**config.mk**
```make
export PLATFORM = sky130hd
export DESIGN_NAME = count_monitor_flat
export DESIGN_NICKNAME = d
export VERILOG_FILES = /design/src/rtl/count_monitor_if.sv /design/src/rtl/count_monitor.sv /design/src/flat_wrapper.sv
export SDC_FILE = /design/constraint.sdc
export NUM_CORES = 1
export LEC_CHECK = 0
export CORE_UTILIZATION = 39
export CTS_CLUSTER_SIZE = 8
export DETAILED_ROUTE_END_ITERATION = 10
export PLACE_DENSITY = 0.63
export RECOVER_POWER = 100
export SLEW_MARGIN = 10
export SYNTH_ARGS = -nofsm -noshare
export SYNTH_HDL_FRONTEND = slang
export SYNTH_SLANG_ARGS = --single-unit
```
**constraint.sdc**
```tcl
create_clock -name clk -period 2.28 [get_ports clk]
set_input_delay 0.228 -clock clk [delete_from_list [all_inputs] [get_ports clk]]
set_output_delay 0.228 -clock clk [all_outputs]
set_load 0.01 [all_outputs]
```
**src/rtl/count_monitor_if.sv**
```systemverilog
// Bundle between a free-running up-counter and its passive sequence monitor.
// The master side drives the sampled counter bus and controls. The slave side is the monitor.
interface count_monitor_if #(
    parameter int WIDTH = 4,
    parameter int ERR_W = 8
) ();
    logic [WIDTH-1:0] count_in;
    logic             dut_reset;
    logic             clear;
    logic             locked;
    logic             mismatch;
    logic             wrap;
    logic [ERR_W-1:0] err_count;
    logic [ERR_W-1:0] wrap_count;
    logic [WIDTH-1:0] expected;

    modport master (
        output count_in, dut_reset, clear,
        input  locked, mismatch, wrap, err_count, wrap_count, expected
    );

    modport slave (
        input  count_in, dut_reset, clear,
        output locked, mismatch, wrap, err_count, wrap_count, expected
    );
endinterface

```
**src/rtl/count_monitor.sv**
```systemverilog
// Passive monitor for an up-counter. It locks after LOCK_N correct increments, then flags
// every departure from prev+1 and keeps saturating error and wrap statistics.
module count_monitor #(
    parameter int WIDTH  = 4,
    parameter int LOCK_N = 2,
    parameter int ERR_W  = 8
) (
    input  logic           clk,
    input  logic           rst,
    count_monitor_if.slave mon
);
    typedef enum logic [1:0] {EMPTY = 2'd0, ACQUIRE = 2'd1, TRACK = 2'd2} state_e;

    localparam logic [4:0]       LOCK_V  = 5'(LOCK_N);
    localparam logic [ERR_W-1:0] CNT_MAX = {ERR_W{1'b1}};

    state_e           state_q, state_d;
    logic [WIDTH-1:0] prev_q, prev_d;
    logic [3:0]       streak_q, streak_d;
    logic [ERR_W-1:0] err_q, err_d;
    logic [ERR_W-1:0] wrapc_q, wrapc_d;
    logic             mismatch_q, mismatch_d;
    logic             wrap_q, wrap_d;

    logic [WIDTH-1:0] next_val;
    logic [4:0]       streak_inc;
    logic             correct;

    assign next_val   = prev_q + WIDTH'(1);
    assign streak_inc = {1'b0, streak_q} + 5'd1;
    assign correct    = (mon.count_in == next_val);

    always_ff @(posedge clk or posedge rst) begin
        if (rst) begin
            state_q    <= EMPTY;
            prev_q     <= '0;
            streak_q   <= '0;
            err_q      <= '0;
            wrapc_q    <= '0;
            mismatch_q <= 1'b0;
            wrap_q     <= 1'b0;
        end else begin
            state_q    <= state_d;
            prev_q     <= prev_d;
            streak_q   <= streak_d;
            err_q      <= err_d;
            wrapc_q    <= wrapc_d;
            mismatch_q <= mismatch_d;
            wrap_q     <= wrap_d;
        end
    end

    // prev always follows the bus. While the counter is in reset, the state is frozen and nothing is compared.
    always_comb begin
        state_d    = state_q;
        prev_d     = mon.count_in;
        streak_d   = streak_q;
        mismatch_d = 1'b0;
        wrap_d     = 1'b0;
        if (!mon.dut_reset) begin
            case (state_q)
                EMPTY: begin
                    state_d  = ACQUIRE;
                    streak_d = '0;
                end
                ACQUIRE: begin
                    if (correct) begin
                        if (streak_inc == LOCK_V) begin
                            state_d  = TRACK;
                            streak_d = '0;
                        end else begin
                            streak_d = streak_inc[3:0];
                        end
                    end else begin
                        streak_d = '0;
                    end
                end
                TRACK: begin
                    if (correct) begin
                        wrap_d = &prev_q;
                    end else begin
                        mismatch_d = 1'b1;
                        state_d    = ACQUIRE;
                        streak_d   = '0;
                    end
                end
                default: state_d = EMPTY;
            endcase
        end

        // clear takes priority over a coincident increment
        if (mon.clear)                          err_d = '0;
        else if (mismatch_d && err_q != CNT_MAX) err_d = err_q + ERR_W'(1);
        else                                    err_d = err_q;

        if (mon.clear)                         wrapc_d = '0;
        else if (wrap_d && wrapc_q != CNT_MAX) wrapc_d = wrapc_q + ERR_W'(1);
        else                                   wrapc_d = wrapc_q;
    end

    always_comb begin
        mon.locked     = (state_q == TRACK);
        mon.mismatch   = mismatch_q;
        mon.wrap       = wrap_q;
        mon.err_count  = err_q;
        mon.wrap_count = wrapc_q;
        mon.expected   = next_val;
    end
endmodule

```
**src/flat_wrapper.sv**
```systemverilog
// flat-port wrapper written by rule: the top's interface ports become plain ports
module count_monitor_flat 
#(
    parameter int WIDTH  = 4,
    parameter int LOCK_N = 2,
    parameter int ERR_W  = 8
)
  (clk, rst, mon_count_in, mon_dut_reset, mon_clear, mon_locked, mon_mismatch, mon_wrap, mon_err_count, mon_wrap_count, mon_expected);
  count_monitor_if #(.WIDTH(WIDTH), .ERR_W(ERR_W)) mon_i ();
  input  logic clk;
  input  logic rst;
  input wire logic [$bits(mon_i.count_in)-1:0] mon_count_in;
  input wire logic [$bits(mon_i.dut_reset)-1:0] mon_dut_reset;
  input wire logic [$bits(mon_i.clear)-1:0] mon_clear;
  output wire logic [$bits(mon_i.locked)-1:0] mon_locked;
  output wire logic [$bits(mon_i.mismatch)-1:0] mon_mismatch;
  output wire logic [$bits(mon_i.wrap)-1:0] mon_wrap;
  output wire logic [$bits(mon_i.err_count)-1:0] mon_err_count;
  output wire logic [$bits(mon_i.wrap_count)-1:0] mon_wrap_count;
  output wire logic [$bits(mon_i.expected)-1:0] mon_expected;
  assign mon_i.count_in = mon_count_in;
  assign mon_i.dut_reset = mon_dut_reset;
  assign mon_i.clear = mon_clear;
  assign mon_locked = mon_i.locked;
  assign mon_mismatch = mon_i.mismatch;
  assign mon_wrap = mon_i.wrap;
  assign mon_err_count = mon_i.err_count;
  assign mon_wrap_count = mon_i.wrap_count;
  assign mon_expected = mon_i.expected;
  count_monitor #(.WIDTH(WIDTH), .LOCK_N(LOCK_N), .ERR_W(ERR_W)) u_core (.clk(clk), .rst(rst), .mon(mon_i));
endmodule
```
* Yosys cells after proc, flatten, opt, wreduce, memory -nomap -nowiden
Index checks and enable logic that the tools add are counted.
Cells by class: add/sub/neg operators 4, equal/unequal tests 9, multiplexer cells 18, bitwise operators 1, reduce and logical (&&, ||, !) cells 9
Operators by type and width (number):
- two-way mux 8 bit | 4
- adder 8 x 1 -> 8 bit, second input constant | 2
- != test 8 bit, second input constant | 2
- two-way mux 4 bit | 3
- one-hot mux 4 bit (3 select lines) | 1
- AND reduction 4 bit | 2
- two-way mux 1 bit | 6
- two-way mux 2 bit | 3
- one-hot mux 2 bit (3 select lines) | 1
- adder 4 x 1 -> 5 bit, second input constant | 1
- equality test 5 x 2 -> 1 bit, second input constant | 1
- adder 4 x 1 -> 4 bit, second input constant | 1
- equality test 4 bit | 1
- != test 2 x 1 -> 1 bit, second input constant | 2
- nonzero test 2 bit | 2
- AND reduction 3 bit | 1
- nonzero test 3 bit | 1
- equality test 2 x 1 -> 1 bit, second input constant | 1
- equality test 2 bit, second input constant | 1
- logical AND 1 bit | 2
- zero test 2 bit | 1
- != test 2 bit, second input constant | 1
- inverter 1 bit | 1
Word-level totals: flip-flop bits (word level) 28, input port bits 8

* Logic depth before layout (Yosys ltp)
word-level depth 8, gate-level depth with buffers 7

* Worst setup path before layout
Ideal clock, no wire load.
path kind reg2reg, start register u_core.prev_q[0], end register u_core.wrapc_q[7], in the netlist u_core.mon.wrap_count[7], library setup time 0.078 ns, data arrival time 2.405 ns, required time 2.202 ns, slack -0.203 ns, stages on the path, launching flop included 8, buffers on the path 1, clock period less this slack 2.483 ns, path through dfrtp_1 -> ha_1 -> xnor2_1 -> nand3_4 -> or4_4 -> buf_6 -> or4_1 -> a21oi_1
On the way: cells in the longest elaborated chain, start to end 7, elaborated cells on any way between the ends 8, classes of those cells add/sub (1); eq/ne (1); mux (3); reduce/logical (3)
Ends and longest elaborated chain:
- start: declaration | RTL line count_monitor.sv:18 | logic [WIDTH-1:0] prev_q, prev_d;
- start signal: assignment | RTL line count_monitor.sv:44 | prev_q <= prev_d;
- adder 4 x 1 -> 4 bit | RTL line count_monitor.sv:29 | assign next_val = prev_q + WIDTH'(1);
- via mon_expected[1] | RTL line flat_wrapper.sv:20 | output wire logic [$bits(mon_i.expected)-1:0] mon_expected;
- equality test 4 bit | RTL line count_monitor.sv:31 | assign correct = (mon.count_in == next_val);
- two-way mux 1 bit | RTL line count_monitor.sv:79 | if (correct) begin
- two-way mux 1 bit | RTL line count_monitor.sv:61 | case (state_q)
- two-way mux 1 bit | RTL line count_monitor.sv:60 | if (!mon.dut_reset) begin
- logical AND 1 bit | RTL line count_monitor.sv:97 | else if (wrap_d && wrapc_q != CNT_MAX) wrapc_d = wrapc_q + ERR_W'(1);
- nonzero test 2 bit (no source line)
- end signal: assignment | RTL line count_monitor.sv:47 | wrapc_q <= wrapc_d;
- end: declaration | RTL line count_monitor.sv:21 | logic [ERR_W-1:0] wrapc_q, wrapc_d;
The timed path passes the listed nets, and every way through them passes these cells. A chain may end at the register's enable or synchronous reset.

* Worst setup path after layout
start register u_core.state_q[0], end register u_core.wrapc_q[7], in the netlist u_core.mon.wrap_count[7]
On the way: cells in the longest elaborated chain, start to end 5
Ends and longest elaborated chain:
- start: declaration | RTL line count_monitor.sv:17 | state_e state_q, state_d;
- start signal: assignment | RTL line count_monitor.sv:43 | state_q <= state_d;
- equality test 2 bit | RTL line count_monitor.sv:61
- two-way mux 1 bit | RTL line count_monitor.sv:61
- two-way mux 1 bit | RTL line count_monitor.sv:60
- logical AND 1 bit | RTL line count_monitor.sv:97
- nonzero test 2 bit (no source line)
No other way between the ends.

==> metrics.cfg <==
[run_status]
status = complete, but fails checks
violations = max-capacitance violations, max-slew violations

[place]
place_inst = 240
finalWeightedCongestion = 0.815
pre_cts_slack_ns = -0.0518
port_buffers = 30
hpwl_um = 2470

[worst_setup_path]
cp.arrival_ns = 2.37
cp-end-kind = register
critPathMaxStageDelay_ns = 0.60
critPathMaxFanout = 8
start_kind = register
path_cells = nor3b_1, nand4_1, or4_4, or4_1, a21oi_2
critPathTopFamily = simple AND/OR/NAND/NOR gates
cpMaxStageDelayCell = or4_4
cp.required_ns = 2.49
critPathBufInv = 0
critPathKind = register to register

[global_routing]
grt_pass1_wl_um = 5840
antenna_found_initial = 0
grt_pass1_vias = 1343
grtUsageTotal = 0.180
top_usage_layer = met2
grt_util_met3 = 0.0264
met1_usage = 0.218
gr-total-overflow = 0
met2_usage = 0.324
grt_max_degree = 29

[detailed_routing]
vias = 1335
ant_nets = 0
wl_per_cell_um = 13.5
dr.pass1.iters = 4
drt_iter0_markers = 108
viasPerCell = 5.45
route.detailed.drc = 0
drt_wl_total_um = 3310

[finish]
final_nets = 211
area_growth_pct = 32.0
fin_cells = 245
antenna_cells = 0
drive_gt1_frac = 0.132

[pwr]
power.density_mw_per_mm2 = 460
peakVddDrop_mv = 0.223
p_leak_uw = 0.000884

[logic_synthesis]
synthMuxAreaShare = 0.0278
yosysMostFrequentCell = dfrtp_1
yosys.area_share.xor_xnor = 0.0729
synth_top_family_by_area = simple AND/OR/NAND/NOR gates
yosys.area.top_type = dfrtp_1
ys.flop_type = dfrtp_1
synthDistinctLibCells = 39
synthSimpleGateAreaFrac = 0.232
syn_nets = 169
synth.area.top_cells = dfrtp_1 46%, ha_1 4.1%, nor2_1 3.9%, xor2_1 3.4%, o21ai_0 3.3%
synthCells = 156
avgSynthCellArea_um2 = 9.79
ys_ff_latch = 28
synth_top_area_frac = 0.459
synth_compound_area_frac = 0.130
synth_edf_count = 0
yosys_warnings = 0
synthArstFlopShare = 1.00
ys_seq_area_frac = 0.459
netlist_area_mm2 = 0.00153
synth_common_cells = 28 x dfrtp_1, 16 x nor2_1, 10 x o21ai_0, 9 x a21oi_1, 9 x nand2_1
yosys.area_share.adder = 0.0410

[sta]
finalCritPeriodShare = 0.946
clock.fmax_mhz = 464
worst_slew_pin_slew_ns = 1.57
relSlewSlack = -0.0495
post-route-min-period_ns = 2.16
hold_viol_final = 0
setup-violations-final = 0
rsz0062_at_grt = false
whs_ns = 0.555
fin_skew_ns = 0.00309
drv_slew = 29
worst_slack_ns = 0.123

[die]
pin_count = 31
die_height_um = 64.6
die-area_mm2 = 0.00417
rows = 22
start_util = 0.411
core-area_mm2 = 0.00372
fp.dieW_um = 64.6

[clock_network]
cts_tree = built
clkTransAtPathRegs_ns = 0.09
numCtsBuffers = 3
cts.sinks = 28
ctsHtreeMaxLevel = 1
root_buffer = clkbuf_8
clockBufferDepth = 2
insertion_delay_ns = 0.27

[min_path]
hp-class = primary input to register

[run]
drv_cap = 1

==> metrics by stage <==
step	power, µW	area (µm²)	util	TNS (ns)
after floorplan	588	1560	-	0
after global placement	641	1970	0.531	-0.100
after detailed placement	644	1970	0.531	-0.220
after CTS	955	2030	0.546	0
after global routing	975	2020	0.543	0
final	928	2020	0.543	0
==> layer usage <==
layer,up-vias,part of all wire
li1,646,-
met1,643,0.45
met2,40,0.50
met3,6,0.038
met4,0,0.011
met5,-,0
==> cell type report <==
| class | instances | area [µm²] |
|---|---|---|
| timing repair buffer | 42 | 373 |
| multi-input combinational | 115 | 798 |
| fill | 357 | 1700 |
| inverter | 8 | 30.0 |
| tap | 48 | 60.1 |
| sequential | 28 | 701 |
| clock buffer | 4 | 55.1 |
==> sequential cells by signal (all words and copies together), names as in the netlist <==
register,cells
u_core.prev_q,4
u_core.state_q,2
u_core.streak_q,4
u_core.mon.err_count,8
u_core.mon.wrap_count,8
u_core.mon.wrap,1
u_core.mon.mismatch,1
==> cell families after synthesis <==
| kind of cell | Yosys count |
|---|---|
| mux | 4 |
| flops | 28 |
| buf+inv | 13 |
| xor+xnor | 11 |
| compound gates | 32 |
| fa+ha+maj | 5 |
| simple gates | 63 |
==> path summary, 6_finish.rpt <==
path	startpoint	to	slack, ns	cells after the start
min	mon_count_in[0]	u_core.prev_q[0]	0.55	1
max	u_core.state_q[0]	u_core.mon.wrap_count[7]	0.12	5
min in group asynchronous	rst	u_core.mon.wrap_count[1]	0.92	3
max reg2reg	u_core.state_q[0]	u_core.mon.wrap_count[7]	0.12	5
min reg2reg	u_core.mon.wrap_count[5]	u_core.mon.wrap_count[5]	0.57	2
max in group asynchronous	rst	u_core.mon.wrap_count[3]	0.45	3
==> worst reg2reg max path, cell delays in order (launching register included) <==
cell     delay (ns)
dfrtp_1        0.39
nor3b_1        0.34
nand4_1        0.18
or4_4          0.60
or4_1          0.44
a21oi_2        0.14
==> placed cells by master (no fill, tap or decap), drive strengths merged, types with 2 or more instances in the layout <==
master	n
or4	6
xnor2	4
o21ai	10
nor2	16
nand4	6
dlygate4sd3	27
a31oi	2
nand3	8
dfrtp	28
nor3	2
nor2b	4
clkdlybuf4s50	3
mux2i	2
nor4	2
mux2	2
xor2	6
nand2b	2
inv	8
ha	5
clkbuf	10
o31ai	5
buf	6
or2	2
nor4b	2
nand2	9
a21oi	9
==> power breakdown <==
part / internal [µW] / switching [µW]
Combinational: 50.7 / 60.9
Sequential: 502 / 7.20
Clock: 155 / 153
==> repair_timing <==
item                                   CTS  global route
resized for setup                        0             3
endpoints found under the hold margin    0             0
setup buffers                            0             1
hold buffers                             0             0
setup endpoints to repair                0             5
(Power assumes the default switching activity.)
